$ cat src/rtl/morse_pattern_tx.sv
// morse_pattern_tx
//   Serial pattern transmitter. Latches a pattern word and a symbol count on
//   start, then shifts the pattern out LSB-first on q, holding each symbol for
//   DIV clocks. Optional auto-repeat with a GAP_UNITS-symbol gap of q=0.
// Ports:
//   clk        system clock
//   clear      synchronous reset, active-high (overrides everything)
//   start      request a transmission (only honoured in IDLE)
//   stop       synchronous abort, any state
//   repeat_en  restart after the gap at the end of each pass
//   pattern    symbol bits, bit 0 sent first
//   length     symbols to send; 0 ignores start, >PAT_W clamps to PAT_W
//   q          registered serial output
//   busy       high in SEND or GAP
//   done       one-cycle pulse at the end of each completed pass
module morse_pattern_tx #(
  parameter int PAT_W     = 14,
  parameter int LEN_W     = 4,
  parameter int DIV       = 25000000,
  parameter int GAP_UNITS = 3
) (
  input  logic             clk,
  input  logic             clear,
  input  logic             start,
  input  logic             stop,
  input  logic             repeat_en,
  input  logic [PAT_W-1:0] pattern,
  input  logic [LEN_W-1:0] length,
  output logic             q,
  output logic             busy,
  output logic             done
);
  localparam int DIV_W = (DIV > 1) ? $clog2(DIV) : 1;
  localparam int BIT_W = ($clog2(PAT_W + 1) > 0) ? $clog2(PAT_W + 1) : 1;
  localparam int GAP_W = (GAP_UNITS * DIV > 0) ? $clog2(GAP_UNITS * DIV + 1) : 1;

  localparam logic [DIV_W-1:0] DIV_LOAD = DIV_W'(DIV - 1);
  localparam logic [GAP_W-1:0] GAP_LOAD = GAP_W'(GAP_UNITS * DIV - 1);

  typedef enum logic [1:0] {IDLE, SEND, GAP} state_t;

  state_t           state;
  logic [PAT_W-1:0] pat;      // latched pattern, reloaded into sh on repeat
  logic [PAT_W-1:0] sh;       // shift register, sh[0] is the symbol on q
  logic [BIT_W-1:0] len;      // latched, clamped length
  logic [BIT_W-1:0] bit_cnt;  // index of the symbol currently on q
  logic [DIV_W-1:0] div_cnt;  // cycles left in the current symbol
  logic [GAP_W-1:0] gap_cnt;  // cycles left in the inter-word gap

  logic [LEN_W-1:0] len_clamp;
  logic [PAT_W-1:0] sh_next;

  assign len_clamp = (length > LEN_W'(PAT_W)) ? LEN_W'(PAT_W) : length;
  assign sh_next   = sh >> 1;

  always_ff @(posedge clk) begin
    if (clear) begin
      state   <= IDLE;
      pat     <= '0;
      sh      <= '0;
      len     <= '0;
      bit_cnt <= '0;
      div_cnt <= '0;
      gap_cnt <= '0;
      q       <= 1'b0;
      busy    <= 1'b0;
      done    <= 1'b0;
    end else if (stop) begin
      // Abort keeps the latched pattern/length but drops everything in flight.
      state   <= IDLE;
      sh      <= '0;
      bit_cnt <= '0;
      div_cnt <= '0;
      gap_cnt <= '0;
      q       <= 1'b0;
      busy    <= 1'b0;
      done    <= 1'b0;
    end else begin
      done <= 1'b0;
      case (state)
        IDLE: begin
          q    <= 1'b0;
          busy <= 1'b0;
          if (start && length != '0) begin
            pat     <= pattern;
            sh      <= pattern;
            len     <= BIT_W'(len_clamp);
            bit_cnt <= '0;
            div_cnt <= DIV_LOAD;
            q       <= pattern[0];
            busy    <= 1'b1;
            state   <= SEND;
          end
        end
        SEND: begin
          if (div_cnt != '0) begin
            div_cnt <= div_cnt - DIV_W'(1);
          end else if (bit_cnt == len - BIT_W'(1)) begin
            // Last symbol finished: end of pass.
            done    <= 1'b1;
            bit_cnt <= '0;
            if (repeat_en) begin
              if (GAP_UNITS > 0) begin
                state   <= GAP;
                q       <= 1'b0;
                gap_cnt <= GAP_LOAD;
              end else begin
                sh      <= pat;
                q       <= pat[0];
                div_cnt <= DIV_LOAD;
              end
            end else begin
              state <= IDLE;
              q     <= 1'b0;
              busy  <= 1'b0;
            end
          end else begin
            sh      <= sh_next;
            q       <= sh_next[0];
            bit_cnt <= bit_cnt + BIT_W'(1);
            div_cnt <= DIV_LOAD;
          end
        end
        GAP: begin
          q <= 1'b0;
          if (gap_cnt != '0) begin
            gap_cnt <= gap_cnt - GAP_W'(1);
          end else begin
            state   <= SEND;
            sh      <= pat;
            q       <= pat[0];
            bit_cnt <= '0;
            div_cnt <= DIV_LOAD;
          end
        end
        default: begin
          state <= IDLE;
          q     <= 1'b0;
          busy  <= 1'b0;
        end
      endcase
    end
  end
endmodule
$ cat config.mk
export PLATFORM = sky130hd
export DESIGN_NAME = morse_pattern_tx
export DESIGN_NICKNAME = d
export VERILOG_FILES = /design/src/rtl/morse_pattern_tx.sv
export SDC_FILE = /design/constraint.sdc
export NUM_CORES = 1
export LEC_CHECK = 0
export ABC_AREA = 1
export BUFFER_PORTS_ARGS = -buffer_cell sky130_fd_sc_hd__clkbuf_2
export CORE_ASPECT_RATIO = 1.4
export CORE_MARGIN = 8
export CORE_UTILIZATION = 31
export DETAILED_ROUTE_END_ITERATION = 12
export MAX_ROUTING_LAYER = met4
export SLEW_MARGIN = 15
export SYNTH_ARGS = -nofsm -noshare
export SYNTH_HDL_FRONTEND = slang
export SYNTH_SLANG_ARGS = --single-unit
$ cat constraint.sdc
create_clock -name clk -period 2.61 [get_ports clk]
set_input_delay 0.1305 -clock clk [delete_from_list [all_inputs] [get_ports clk]]
set_output_delay 0.1305 -clock clk [all_outputs]
set_load 0.02 [all_outputs]
---- After elaboration in Yosys (flattened, before gate mapping) ----
Index checks and enable logic that the tools add are counted.
W data, S select, Z words.
word-level totals
  ROM bits ................................ 0
  flip-flop bits (word level) ............. 93
  logic and storage cells ................. 84
  bits in writable memories ............... 0
  memories ................................ 0
  output and inout bits ................... 3
  latch bits .............................. 0
cells by class
  div/mod/pow operators ................... 0
  equality and inequality tests ........... 12
  $mul .................................... 0
  $lt $le $gt $ge ......................... 1
  shifts and indexed selects .............. 0
  mux-type cells .......................... 38
  add/sub/neg operators ................... 4
  bitwise gates (word level) .............. 3
  reductions and logical operators ........ 16
operators by type and width
  operator                 number
  $mux W27                 4
  $mux W25                 4
  $pmux W25 S3             1
  $mux W14                 4
  $pmux W27 S2             1
  $pmux W14 S3             1
  $reduce_bool A27 Y1      1
  $sub A27 B1 Y27 const B  1
  $reduce_bool A25 Y1      1
  $sub A25 B1 Y25 const B  1
  $mux W4                  5
  $ne A2 B2 Y1 const B     8
  $reduce_and A4 Y1        4
  $pmux W4 S3              1
  $mux W2                  5
  $reduce_and A5 Y1        2
  $mux W1                  9
  $pmux W1 S3              2
  $pmux W2 S3              1
  $add A4 B1 Y4 const B    1
  $eq A4 B4 Y1             1
  $gt A4 B4 Y1 const B     1
  $reduce_bool A4 Y1       1
  $reduce_or A4 Y1         1
  11 further kinds         13

---- Depth between registers and ports, before layout ----
Gate-level depths: netlist of run 1.
  word-level depth ........................ 5
  mapped depth ............................ 15
  depth with buffers taken out ............ 14

---- Worst setup path after synthesis of run 1 ----
Ideal clock, no wire load.
  kind .................................... reg2reg
  from .................................... register div_cnt[0]
  to ...................................... register gap_cnt[26]
  arrival ................................. 1883 ps
  library setup time ...................... 144 ps
  slack ................................... 582 ps
  required time ........................... 2466 ps
  stages on the path, launching flop included .. 14
  cells stage by stage .................... dfxtp_1 > inv_1 > ha_1 > inv_2 > nor2_4 > nand2_1 > nor2_4 > nand2_4 > nand2_4 > nand2_2 > buf_2 > buf_2 > o21ai_1 > a21oi_1
on the way
  word-level cells in the longest chain between the ends .. 3
RTL lines
  what                         line  RTL
  start: declaration           47    logic [DIV_W-1:0] div_cnt;
  start signal: assignment     97    div_cnt <= div_cnt - DIV_W'(1);
  $reduce_bool A25 Y1          96    if (div_cnt != '0) begin
  $ne A2 B2 Y1 (no line)       --
  $reduce_and A5 Y1 (no line)  --
  end signal: assignment       127   gap_cnt <= gap_cnt - GAP_W'(1);
  end: declaration             48    logic [GAP_W-1:0] gap_cnt;
No other way between the ends.
A chain may end at the register's enable or synchronous reset.

---- Worst setup path after layout of run 1 ----
  from .................................... register div_cnt[0]
  to ...................................... register sh[8]
on the way
  word-level cells in the longest chain between the ends .. 3
RTL lines
  what                         line  RTL
  $reduce_bool A25 Y1          96
  $ne A2 B2 Y1 (no line)       --
  $reduce_and A5 Y1 (no line)  --
  end signal: assignment       86    sh <= pattern;
  end signal: assignment       108   sh <= pat;
  end signal: assignment       118   sh <= sh_next;
  end: declaration             44    logic [PAT_W-1:0] sh;
No other way between the ends.

==> impl_metrics.toml, run 1 <==
[outcome]
status = "complete, no violations"

[setup_path]
critPathArrivalTime_ns = 2.52
critPathLaunchType = "register"
cp.required_ns = 2.87
cp_slowest_cell = "dfxtp_1"
reg2reg_depth = 11
slowest_delay_ns = 0.33
critPathKind = "register to register"
r2r_slack_ns = 0.35
crit_path_end_kind = "register"
crit_top_cell = "nand2_1"
crit_path_max_fanout = 13
crit_chain = "inv_1 > ha_1 > nand2_1 > nor2_2 > nand2_1 > nor2_4 > nor2_2 > nor2_4 > nand3_1 > nand2_1 > nor2_1"

[timing]
setup_tns_ns = 0
setup_viol_count_final = 0
period_minus_slack_ns = 2.26
hold_viol_final = 0
hold_ws_ns = 0.0508
grt_setup_unrepaired = "no"
fmax_mhz = 443
worst_clock_skew_ns = 0.0133
setup_slack_ns = 0.354
tightest_slew_ns = 0.616
relSlewSlack_pct = 58.9
finalCritPeriodShare_pct = 86.4
timing_max_transition_violations_final = 0

[pwr]
fin_total_pwr_mw = 3.90
power.leakage_nw = 2.85
power.density_nw_per_um2 = 605
peakVddDrop_uv = 290

[yosys]
synth_top_family_by_area = "simple AND/OR/NAND/NOR gates"
synth_xor_area_share_pct = 2.43
mappedNetlistNets = 946
synth_area_um2 = 5780
synth_compound_area_share_pct = 13.4
synth_adder_area_share_pct = 2.17
synthSimpleGateAreaFrac_pct = 41.7
synth_cell_types = 33
synth_warnings = 0
synth_area_leaders = "dfxtp_1 (32%), nand2_1 (13%), nor2_1 (11%)"
post-synth-top-area-fraction_pct = 31.9
muxShareOfSynthArea_pct = 0
synth_seq_cells = 92
syn_inst = 913
yosysTopAreaCell = "dfxtp_1"
postSynthAreaPerCell_um2 = 6.33
seq_area_frac_synth_pct = 31.9

[drt]
dr.pass1.iters = 5
drt-total-wl_mm = 15.1
drc_errors = 0
via_count = 5697
via_per_inst = 4.84
ant_nets = 0
drtIter0Drc = 341
wl_per_cell_um = 12.8

[die]
rows = 59
core-area_um2 = 18500
dieArea_um2 = 23300
start_util_pct = 31.3
io_pins = 26
die_height_um = 178
die_width_um = 131

[grt]
antenna_found_initial = 0
grt_pass1_wl_mm = 25.1
grt-ovfl-total = 0
grt_pass1_vias = 5269
grt_max_degree = 50
track_usage_pct = 13.2

[clock_network]
cts_tree = "yes"
clk_pin_slew_ns = 0.08
hold_buffers = 0
cts_buffers = 9
cts_resized = 0
insertion_delay_ns = 0.36
clockRootBuffer = "clkbuf_16"
post-cts-setup-buffers = 0
clk_path_buf_depth = 2
htreeDepth = 3
cts_sinks = 92

[min_path]
hold_class = "input pin to register"
hold_depth = 3

[place]
io_buffers = 25
globalplace.congestion = 0.892
dpl.hpwl_mm = 11.0
place_area_um2 = 6130
place_ws_ns = 0.368

[layout]
fin_area_um2 = 6440
fill_cells = 2084
synthToLayoutAreaGrowth_pct = 11.5
drive_above_1_share_pct = 12.3
fin_nets = 961
diodes = 0

[run]
maxCapViolations = 0
## registers in the layout (all words and copies together), names as in the netlist
register  count
bit_cnt       4
busy          1
div_cnt      25
done          1
gap_cnt      27
len           4
pat          14
q             1
sh           13
state         2
## worst paths after layout
kind | start | endpoint
min reg2reg | pat[4] | pat[4]
min | pattern[0] | pat[0]
max reg2reg | div_cnt[0] | sh[8]
max | div_cnt[0] | sh[8]
## synthesized netlist by cell type
cell type	instances
nand2_1	201
nor2_1	174
nand3_1	99
dfxtp_1	92
inv_1	70
a21oi_1	65
o21ai_0	38
clkbuf_1	23
nand4_1	17
nand2_2	14
a221oi_1	12
or2_2	11
xor2_1	11
a21oi_2	10
ha_1	10
o21ai_1	10
nor3_1	9
nor2_2	7
buf_2	6
buf_6	6
nor2_4	6
xnor2_1	5
inv_2	4
buf_4	2
nand2_4	2
nand3b_1	2
a211oi_1	1
clkbuf_2	1
clkinv_1	1
nand2_8	1
nand3_2	1
nor2_8	1
o21bai_1	1
## kinds of logic after synthesis
group           Yosys count
fa+ha+maj                10
buf+inv                 113
compound gates          137
simple gates            545
xor+xnor                 16
flops                    92
## critical path: cells and delay by family (launching register included)
kind	cells	cell delay (ns)
AND/OR/NAND/NOR	9	1.45
adder cells (fa/ha/maj)	1	0.30
buffers and inverters	1	0.08
flip-flops	1	0.33
## power breakdown
| group | switching (mW) | total, mW | internal, mW | leakage, nW |
|---|---|---|---|---|
| clock network | 0.642 | 1.41 | 0.767 | 0.151 |
| logic | 0.634 | 0.966 | 0.331 | 1.95 |
| registers | 0.0543 | 1.52 | 1.47 | 0.749 |
## placed cells by master (no fill, tap or decap), types with 2 or more instances in the layout
cell type,n
dfxtp_1,92
nand4_1,17
inv_6,3
a221oi_1,12
nor2_2,7
or2_2,11
nor3_1,9
o21ai_0,38
a21oi_2,10
nor2_1,174
xor2_1,11
inv_8,2
buf_4,17
nand2_4,2
nor2_4,6
clkbuf_16,9
clkbuf_2,25
nand3b_1,2
nand2_2,14
ha_1,10
inv_2,4
o21ai_1,10
inv_1,70
nand2_1,201
xnor2_1,5
a21oi_1,65
nand3_1,99
## area by class of cell
type	count	area, µm²	area share [%]
multi-input combinational	708	3450	53.5
sequential	92	1840	28.6
tap	244	305	4.74
inverter	75	282	4.37
timing repair buffer	42	253	3.92
clock buffer	9	225	3.50
clock inverter	7	86.3	1.34
## per-layer routing
| metal | global-route usage, % | vias to the layer above | share of wire [%] | routed length, µm |
|---|---|---|---|---|
| li1 | - | 2990 | - | - |
| met1 | 14.4 | 2621 | 44 | 6630 |
| met4 | 5.86 | 0 | 1.8 | 276 |
| met5 | - | - | 0 | 0 |
| met2 | 23.6 | 68 | 52 | 7840 |
| met3 | 1.98 | 18 | 2.1 | 319 |
## through the flow
step           utilization, %  std cells
2_1_floorplan               -        913
3_3_place_gp             33.2       1161
3_5_place_dp             33.2       1161
4_1_cts                  34.9       1177
5_1_grt                  34.9       1177
6_report                 34.9       1177
(Power assumes the default switching activity.)
==> run 2, diff against run 1 <==
ABC_AREA = unset   (was 1)
SKIP_CTS_REPAIR_TIMING = 1   (was unset)
==> impl_metrics.toml, run 2 <==
[setup_path]
critPathKind = "register to register"
reg2reg_depth = 10
critPathCapture = "gap_cnt[13]"
critPathLaunchType = "register"
r2r_slack_ns = -0.20
crit_path_max_fanout = 5
critPathLaunch = "div_cnt[0]"
cp.required_ns = 2.87
crit_path_end_kind = "register"
reg2reg_to = "gap_cnt[13]"
critPathArrivalTime_ns = 3.07
r2r_start = "div_cnt[0]"

[place]
place_area_um2 = 5320
globalplace.congestion = 0.814
io_buffers = 25
placed_cells = 772
dpl.hpwl_mm = 8.42

[timing]
setup_slack_ns = -0.197
period_minus_slack_ns = 2.81
setup_viol_count_final = 62
setup_tns_ns = -4.23
fmax_mhz = 356
worst_clock_skew_ns = 0.00623
hold_viol_final = 0
relSlewSlack_pct = 57.4
tightest_slew_ns = 0.639
finalCritPeriodShare_pct = 108
timing_max_transition_violations_final = 0
grt_setup_unrepaired = "yes"

[layout]
drive_above_1_share_pct = 27.9
fin_area_um2 = 6050
regMostFlops = "gap_cnt"
diodes = 0
fin_nets = 642
mostFrequentLayoutCell = "dfxtp_1"
layout_common_cells = "dfxtp_1 (90), buf_4 (55), nor2_1 (38)"
top_regs = "gap_cnt x27, div_cnt x25, pat x14"
instances_no_fill = 803
largest_register_ffs = 27
fill_cells = 1409
synthToLayoutAreaGrowth_pct = 31.5

[drt]
via_count = 4395
via_per_inst = 5.47
wl_per_cell_um = 15.9
drt-total-wl_mm = 12.8
dr.pass1.iters = 6
drc_errors = 0
ant_nets = 0
drtIter0Drc = 180

[yosys]
yosysTopAreaCell = "dfxtp_1"
synth_seq_cells = 92
async_flop_share_pct = 0
synth_area_leaders = "dfxtp_1 (40%), or4_1 (4.7%), a21oi_1 (4.3%)"
synthFlopType = "dfxtp_1"
synth-edff-count = 0
post-synth-top-area-fraction_pct = 40.0
synth_cell_types = 51
syn_inst = 536
seq_area_frac_synth_pct = 40.0
synth_warnings = 0
mappedNetlistNets = 569
ys_top_cells_by_count = "dfxtp_1 (92), nand2_1 (48), a21oi_1 (40), nor2_1 (39), or4_1 (29)"
postSynthAreaPerCell_um2 = 8.59
synth_area_um2 = 4600
synth.most_common_cell = "dfxtp_1"

[clock_network]
cts_tree = "yes"
htreeDepth = 3
clockRootBuffer = "clkbuf_16"
clk_path_buf_depth = 2
cts_sinks = 92
insertion_delay_ns = 0.34
clk_pin_slew_ns = 0.07
cts_buffers = 9

[pwr]
power.leakage_nw = 2.26
peakVddDrop_uv = 308
power.density_nw_per_um2 = 622

[min_path]
hold_class = "input pin to register"

[outcome]
violations = "setup timing"
status = "finished, violations left"

[die]
die_height_um = 160
die_width_um = 119
start_util_pct = 31.7
dieArea_um2 = 19100
io_pins = 26
rows = 52
core-area_um2 = 14500

[grt]
antenna_found_initial = 0
grt_pass1_wl_mm = 20.3
grt_max_degree = 53
track_usage_pct = 13.2
grt-ovfl-total = 0
grt_pass1_vias = 4302

[run]
maxCapViolations = 0
==> run 2: cell types whose count changed in the layout (fill, tap and decap cells not counted), sizes merged, moves of 30 or more <==
cell and change:
a21oi -35, buf +52, inv -62, nand2 -170
nand3 -89, nor2 -149, o21ai -30, or4 +30
==> run 2: worst min path at each step <==
stage | cells past startpoint | startpoint | slack (ns) | end
6_report | 3 | pattern[2] | 0.05 | pat[2]
5_1_grt | 3 | pattern[2] | 0.05 | pat[2]
4_1_cts | 3 | pattern[10] | 0.03 | pat[10]
3_5_place_dp | 3 | pattern[10] | 0.40 | pat[10]
3_3_place_gp | 3 | pattern[7] | 0.39 | pat[7]
2_1_floorplan | 2 | pattern[0] | 0.28 | pat[0]
==> run 2: worst max-delay path: stages (launching register included) <==
cell and delay [ns]:
dfxtp_2 0.32, inv_2 0.07, ha_4 0.13, or4b_4 0.45, or4_4 0.49, o41ai_4 0.25, buf_4 0.18, buf_4 0.13
nand3_4 0.11, or4_1 0.42, a31oi_1 0.16
==> run 2: power by group <==
part / leakage, nW / internal, mW / switching (mW)
registers: 0.748 / 1.46 / 0.0522
clock network: 0.169 / 0.962 / 0.546
logic: 1.34 / 0.333 / 0.412
total: 2.26 / 2.76 / 1.01
==> run 2: final cells by class <==
class | instances | area, µm² | share of cell area, %
clock inverters | 6 | 111 | 1.84
inverters | 17 | 63.8 | 1.05
well taps | 189 | 236 | 3.91
clock buffers | 10 | 239 | 3.95
repair buffers | 95 | 768 | 12.7
flip-flops and latches | 92 | 1840 | 30.5
multi-input cells | 394 | 2790 | 46.1
==> run 2: metrics by stage <==
stage	power (mW)	setup slack, ns	hold WS, ns	utilization (%)
2_1_floorplan	1.97	-0.253	0.278	-
3_3_place_gp	2.17	-0.137	0.389	36.7
3_5_place_dp	2.18	-0.219	0.397	36.7
4_1_cts	3.71	-0.236	0.0325	39.1
5_1_grt	3.95	-0.299	0.0478	41.7
6_report	3.77	-0.197	0.0454	41.7
==> run 2: kinds of logic (layout without fill, tap and decap cells) <==
family | after synthesis | after routing | share of synthesized area [%]
simple gates | 204 | 205 | 24.3
compound gates | 151 | 151 | 22.3
flops | 92 | 92 | 40.0
buf+inv | 51 | 128 | 4.56
mux | 19 | 19 | 4.13
fa+ha+maj | 10 | 10 | 2.72
xor+xnor | 9 | 9 | 2.01
==> run 2: layer usage <==
| metal | vias to the layer above | global-route usage [%] | wire length, µm |
|---|---|---|---|
| met3 | 28 | 2.12 | 353 |
| met4 | 0 | 6.06 | 408 |
| li1 | 2180 | - | - |
| met1 | 2108 | 14.1 | 5320 |
| met5 | - | - | 0 |
| met2 | 79 | 23.2 | 6690 |
